### src/rtl/mem_arbiter.sv
// Two-port (instruction/data) round-robin arbiter in front of a single-cycle memory.
// Optional misalignment trapping on the data port: define MEM_ARB_MISALIGN_CHECK_EN.
module mem_arbiter #(
  parameter bit DATA_FIRST = 1'b1
) (
  input  logic        clk,
  input  logic        rst,
  input  logic        if_req,
  input  logic [31:0] if_addr,
  output logic [31:0] if_rdata,
  output logic        if_ack,
  input  logic        d_req,
  input  logic        d_we,
  input  logic [31:0] d_addr,
  input  logic [31:0] d_wdata,
  input  logic [1:0]  d_size,
  input  logic        d_sign,
  output logic [31:0] d_rdata,
  output logic        d_ack,
  output logic        d_err,
  output logic [31:0] m_addr,
  output logic [31:0] m_wdata,
  output logic        m_we,
  output logic [3:0]  m_be,
  output logic        m_sign,
  input  logic [31:0] m_rdata
);

  typedef enum logic [1:0] {
    IDLE   = 2'd0,
    ACCESS = 2'd1,
    DONE   = 2'd2
  } state_t;

  state_t state_r;
  logic   last_data_r;
  logic   gnt_data_r;
  logic   we_r;
  logic   err_r;
  logic   pick_data_s;
  logic   any_req_s;
  logic   d_mis_s;
  logic [3:0] d_be_s;

  function automatic logic [3:0] lane_be(input logic [1:0] size, input logic [1:0] lo);
    logic [3:0] be;
    case (size)
      2'b00: begin
        case (lo)
          2'b00:   be = 4'b0001;
          2'b01:   be = 4'b0010;
          2'b10:   be = 4'b0100;
          2'b11:   be = 4'b1000;
          default: be = 4'b0000;
        endcase
      end
      2'b01:   be = lo[1] ? 4'b1100 : 4'b0011;
      default: be = 4'b1111;
    endcase
    return be;
  endfunction

  function automatic logic misaligned(input logic [1:0] size, input logic [1:0] lo);
    logic mis;
    case (size)
      2'b00:   mis = 1'b0;
      2'b01:   mis = lo[0];
      default: mis = (lo != 2'b00);
    endcase
    return mis;
  endfunction

  // Grant selection: on a tie the port not served last wins.
  always_comb begin
    any_req_s   = if_req | d_req;
    pick_data_s = d_req & (~if_req | ~last_data_r);
    d_be_s      = lane_be(d_size, d_addr[1:0]);
`ifdef MEM_ARB_MISALIGN_CHECK_EN
    d_mis_s     = misaligned(d_size, d_addr[1:0]);
`else
    d_mis_s     = 1'b0;
`endif
  end

  // Access sequencer with all outputs registered.
  always_ff @(posedge clk) begin
    if (rst) begin
      state_r     <= IDLE;
      last_data_r <= ~DATA_FIRST;
      gnt_data_r  <= 1'b0;
      we_r        <= 1'b0;
      err_r       <= 1'b0;
      if_rdata    <= 32'h0;
      if_ack      <= 1'b0;
      d_rdata     <= 32'h0;
      d_ack       <= 1'b0;
      d_err       <= 1'b0;
      m_addr      <= 32'h0;
      m_wdata     <= 32'h0;
      m_we        <= 1'b0;
      m_be        <= 4'b0000;
      m_sign      <= 1'b0;
    end else begin
      case (state_r)
        IDLE: begin
          if (any_req_s) begin
            state_r     <= ACCESS;
            gnt_data_r  <= pick_data_s;
            last_data_r <= pick_data_s;
            if (pick_data_s) begin
              m_addr  <= d_addr;
              m_wdata <= d_wdata;
              m_we    <= d_we & ~d_mis_s;
              m_be    <= d_mis_s ? 4'b0000 : d_be_s;
              m_sign  <= d_sign;
              we_r    <= d_we;
              err_r   <= d_mis_s;
            end else begin
              m_addr  <= if_addr;
              m_wdata <= 32'h0;
              m_we    <= 1'b0;
              m_be    <= 4'b1111;
              m_sign  <= 1'b0;
              we_r    <= 1'b0;
              err_r   <= 1'b0;
            end
          end else begin
            state_r <= IDLE;
          end
        end
        ACCESS: begin
          state_r <= DONE;
          m_addr  <= 32'h0;
          m_wdata <= 32'h0;
          m_we    <= 1'b0;
          m_be    <= 4'b0000;
          m_sign  <= 1'b0;
          if (gnt_data_r) begin
            d_ack   <= 1'b1;
            d_err   <= err_r;
            d_rdata <= (we_r | err_r) ? 32'h0 : m_rdata;
          end else begin
            if_ack   <= 1'b1;
            if_rdata <= m_rdata;
          end
        end
        DONE: begin
          state_r  <= IDLE;
          if_ack   <= 1'b0;
          if_rdata <= 32'h0;
          d_ack    <= 1'b0;
          d_err    <= 1'b0;
          d_rdata  <= 32'h0;
        end
        default: begin
          state_r <= IDLE;
        end
      endcase
    end
  end

endmodule

### config.mk
export PLATFORM = sky130hd
export DESIGN_NAME = mem_arbiter
export DESIGN_NICKNAME = d
export VERILOG_FILES = /design/src/rtl/mem_arbiter.sv
export SDC_FILE = /design/constraint.sdc
export NUM_CORES = 1
export LEC_CHECK = 0
export ABC_CLOCK_PERIOD_IN_PS = 1750
export CAP_MARGIN = 0
export CORE_MARGIN = 1.5
export CORE_UTILIZATION = 39
export DETAILED_ROUTE_END_ITERATION = 10
export PLACE_DENSITY = 0.8
export SLEW_MARGIN = 15
export SYNTH_ARGS = -nofsm -noshare
export SYNTH_HDL_FRONTEND = slang
export SYNTH_SLANG_ARGS = --single-unit
### constraint.sdc
create_clock -name clk -period 1.75 [get_ports clk]
set_input_delay 0.35 -clock clk [delete_from_list [all_inputs] [get_ports clk]]
set_output_delay 0.35 -clock clk [all_outputs]
set_load 0.05 [all_outputs]
==> impl_metrics.ini <==
[sta]
post-route-min-period_ns = 1.55
setup_viol = 0
worst_clock_skew_ns = 0.00582
hold_viol_final = 0
period_share_pct = 88.7
rsz0062_at_grt = no
finalMaxSlewViolations = 0
fin_ws_ns = 0.198
max_freq_mhz = 644

[logic_synthesis]
synth_area_per_cell_um2 = 10.4
yosysWarnings = 0
syn-num-nets = 623
seq_area_frac_synth_pct = 55.1
synth_area_um2 = 5090
yosysUniqueCellTypes = 35
synth-seq-cells = 140
synthCells = 487

[power]
power_frac_comb_pct = 20.5
cellInternalPower_uw = 6630
net-switching-power_uw = 2500
switching_share_pct = 27.4
p_clk_share_pct = 41.1
ir_drop_mv = 0.591
power_density_nw_per_um2 = 1090
p_leak_uw = 0.00348
seqPwrFrac_pct = 38.4

[clock_network]
post_cts_buffers = 0
tritoncts = built
cts_resized = 0
clk_latency_ns = 0.41
hold_buffers = 0
clockBufferDepth = 2
cts_root_buffer = clkbuf_16
cts.sinks = 140
h-tree-depth = 4
cts.reportedPaths.clkPinSlew_ns = 0.06
cts_buffers = 17

[hold_path]
min_to = state_r[0]
hp-start = rst
min_path_type = in2reg
hold_depth = 3

[layout]
register_area_um2 = 2800
final_cell_mix = buf_4, dfxtp_1, clkdlybuf4s50_1
fin_nets = 883
multiInputGateArea_um2 = 2040
drive_above_1_share_pct = 25.8
fillers = 993
syn2layout_area_growth_pct = 64.5
final_common_cell = buf_4
utilization_pct = 66.1

[detailed_routing]
remaining_drc_errors = 0
drtIter0Drc = 311
finalWirelength_mm = 15.4
vias_per_cell = 5.22
firstDrtPassIters = 4
wire_per_inst_um = 16.5
dr_total_vias = 4861
ant_nets = 0

[place]
port_buffers = 271
hpwl_mm = 11.1
pre_cts_ws_ns = -0.202
place_congestion = 0.764

[grt]
grt_pass1_vias = 4773
gr-total-overflow = 0
track_usage_pct = 22.1
antenna_found_initial = 1
grt_max_degree = 67
grt_pass1_wl_mm = 23.0

[critical_path]
critPathCaptureType = flip-flop
r2r_slack_ns = 0.20
worstPathMaxFanout = 40
critPathLaunchType = flip-flop
r2r-end = m_addr[12]
slowest_delay_ns = 0.42
worstPathCellList = or3_1 -> a21oi_4 -> buf_12 -> o2bb2ai_1
required_ns = 2.08
r2r-start = state_r[0]
ff2ff_path_depth = 4
crit_arrival_ns = 1.89
critical_path_class = reg2reg
slowest_stage = dfxtp_1

[floorplanning]
die_area_um2 = 13700
die_w_um = 117
start_util_pct = 40.2
io_pins = 273
rows = 41
die_y_um = 117
core_area_um2 = 12700

[run]
maxCapViolations = 0

[outcome]
status = finished clean
layer usage:
metal	GRT usage, %	routed length (um)
met1	24.3	5910
met4	11.0	358
met2	38.8	8000
met5	0	0
met3	6.59	1150
worst max-delay path by stage:
| stage | start | to | depth (start not counted) |
|---|---|---|---|
| floorplan | rst | m_addr[23] | 5 |
| global placement | d_req | m_wdata[25] | 5 |
| detailed placement | d_req | m_addr[12] | 5 |
| CTS | state_r[0] | m_wdata[23] | 4 |
| global route | state_r[0] | m_addr[6] | 4 |
| finish | state_r[0] | m_addr[12] | 4 |
Yosys cell counts:
cell       count  area, um2
o31ai_1        1       7.51
conb_1         1       3.75
nor3b_2        1       12.5
nor4bb_1       1       10.0
buf_4          4       30.0
inv_2          1       3.75
a32o_1         1       10.0
a21bo_2        1       10.0
clkbuf_1      17       63.8
buf_1          1       3.75
o2bb2ai_1     34        298
buf_2         24        120
o211ai_1       2       15.0
nor3b_1        1       7.51
nand3b_1       1       7.51
nand4b_1       1       8.76
dfxtp_1      140       2800
a211oi_1       2       15.0
nand2_1       33        124
or4_4          1       11.3
nand2b_1       2       12.5
inv_1          3       11.3
or3b_1         1       8.76
a311oi_1       1       8.76
a22o_1        35        307
a21oi_2        1       8.76
mux2i_1       32        320
nor2_1        36        135
a21oi_1       36        180
a32oi_1       32        280
nor4_4         1       21.3
buf_6          5       56.3
a21boi_0       1       7.51
or3_1          1       6.26
nand3_1       32        160
power by group through the flow:
stage          registers, uW  clock network (uW)  logic (uW)
2_1_floorplan           4170                   0         474
3_3_place_gp            3560                   0        1850
3_5_place_dp            3570                   0        1880
4_1_cts                 3510                3830        1880
5_1_grt                 3530                3940        1970
6_report                3510                3750        1870
critical path, delay by kind of cell, from the launching register on:
family / cells / cell delay (ns)
compound gates: 2 / 0.40
buf+inv: 1 / 0.24
simple gates: 1 / 0.40
flops: 1 / 0.42
final cells by class:
| type | count | area share [%] |
|---|---|---|
| inverters | 4 | 0.179 |
| repair buffers | 292 | 31.8 |
| multi-input cells | 292 | 24.4 |
| diodes | 1 | 0.0299 |
| well taps | 172 | 2.57 |
| flip-flops and latches | 140 | 33.5 |
| clock buffers | 26 | 6.32 |
| clock inverters | 5 | 1.23 |
logic make-up (layout without fill, tap and decap cells):
group / after synthesis / in the layout / share of synthesized area [%]
compound gates: 147 / 147 / 22.5
simple gates: 112 / 112 / 10.3
flops: 140 / 140 / 55.1
other cells: 1 / 2 / 0.0737
buf+inv: 55 / 327 / 5.68
mux: 32 / 32 / 6.29
registers in the layout, summed over array words and instances, names as in the netlist:
register / flops
m_be: 4
gnt_data_r: 1
d_rdata: 32
d_ack: 1
m_we: 1
m_addr: 32
we_r: 1
if_rdata: 32
m_wdata: 32
state_r: 2
if_ack: 1
m_sign: 1
per-stage QoR:
| stage | TNS (ns) | power [uW] | hold WS, ns | instance area (um2) | instances |
|---|---|---|---|---|---|
| floorplan | 0 | 4640 | 0.448 | 5090 | 487 |
| global placement | -8.62 | 5410 | 0.447 | 7730 | 900 |
| finish | 0 | 9130 | 0.292 | 8370 | 932 |
| CTS | 0 | 9210 | 0.274 | 8370 | 931 |
| global route | 0 | 9440 | 0.291 | 8370 | 932 |
| detailed placement | -10.52 | 5440 | 0.450 | 7730 | 900 |
(Power assumes the default switching activity.)
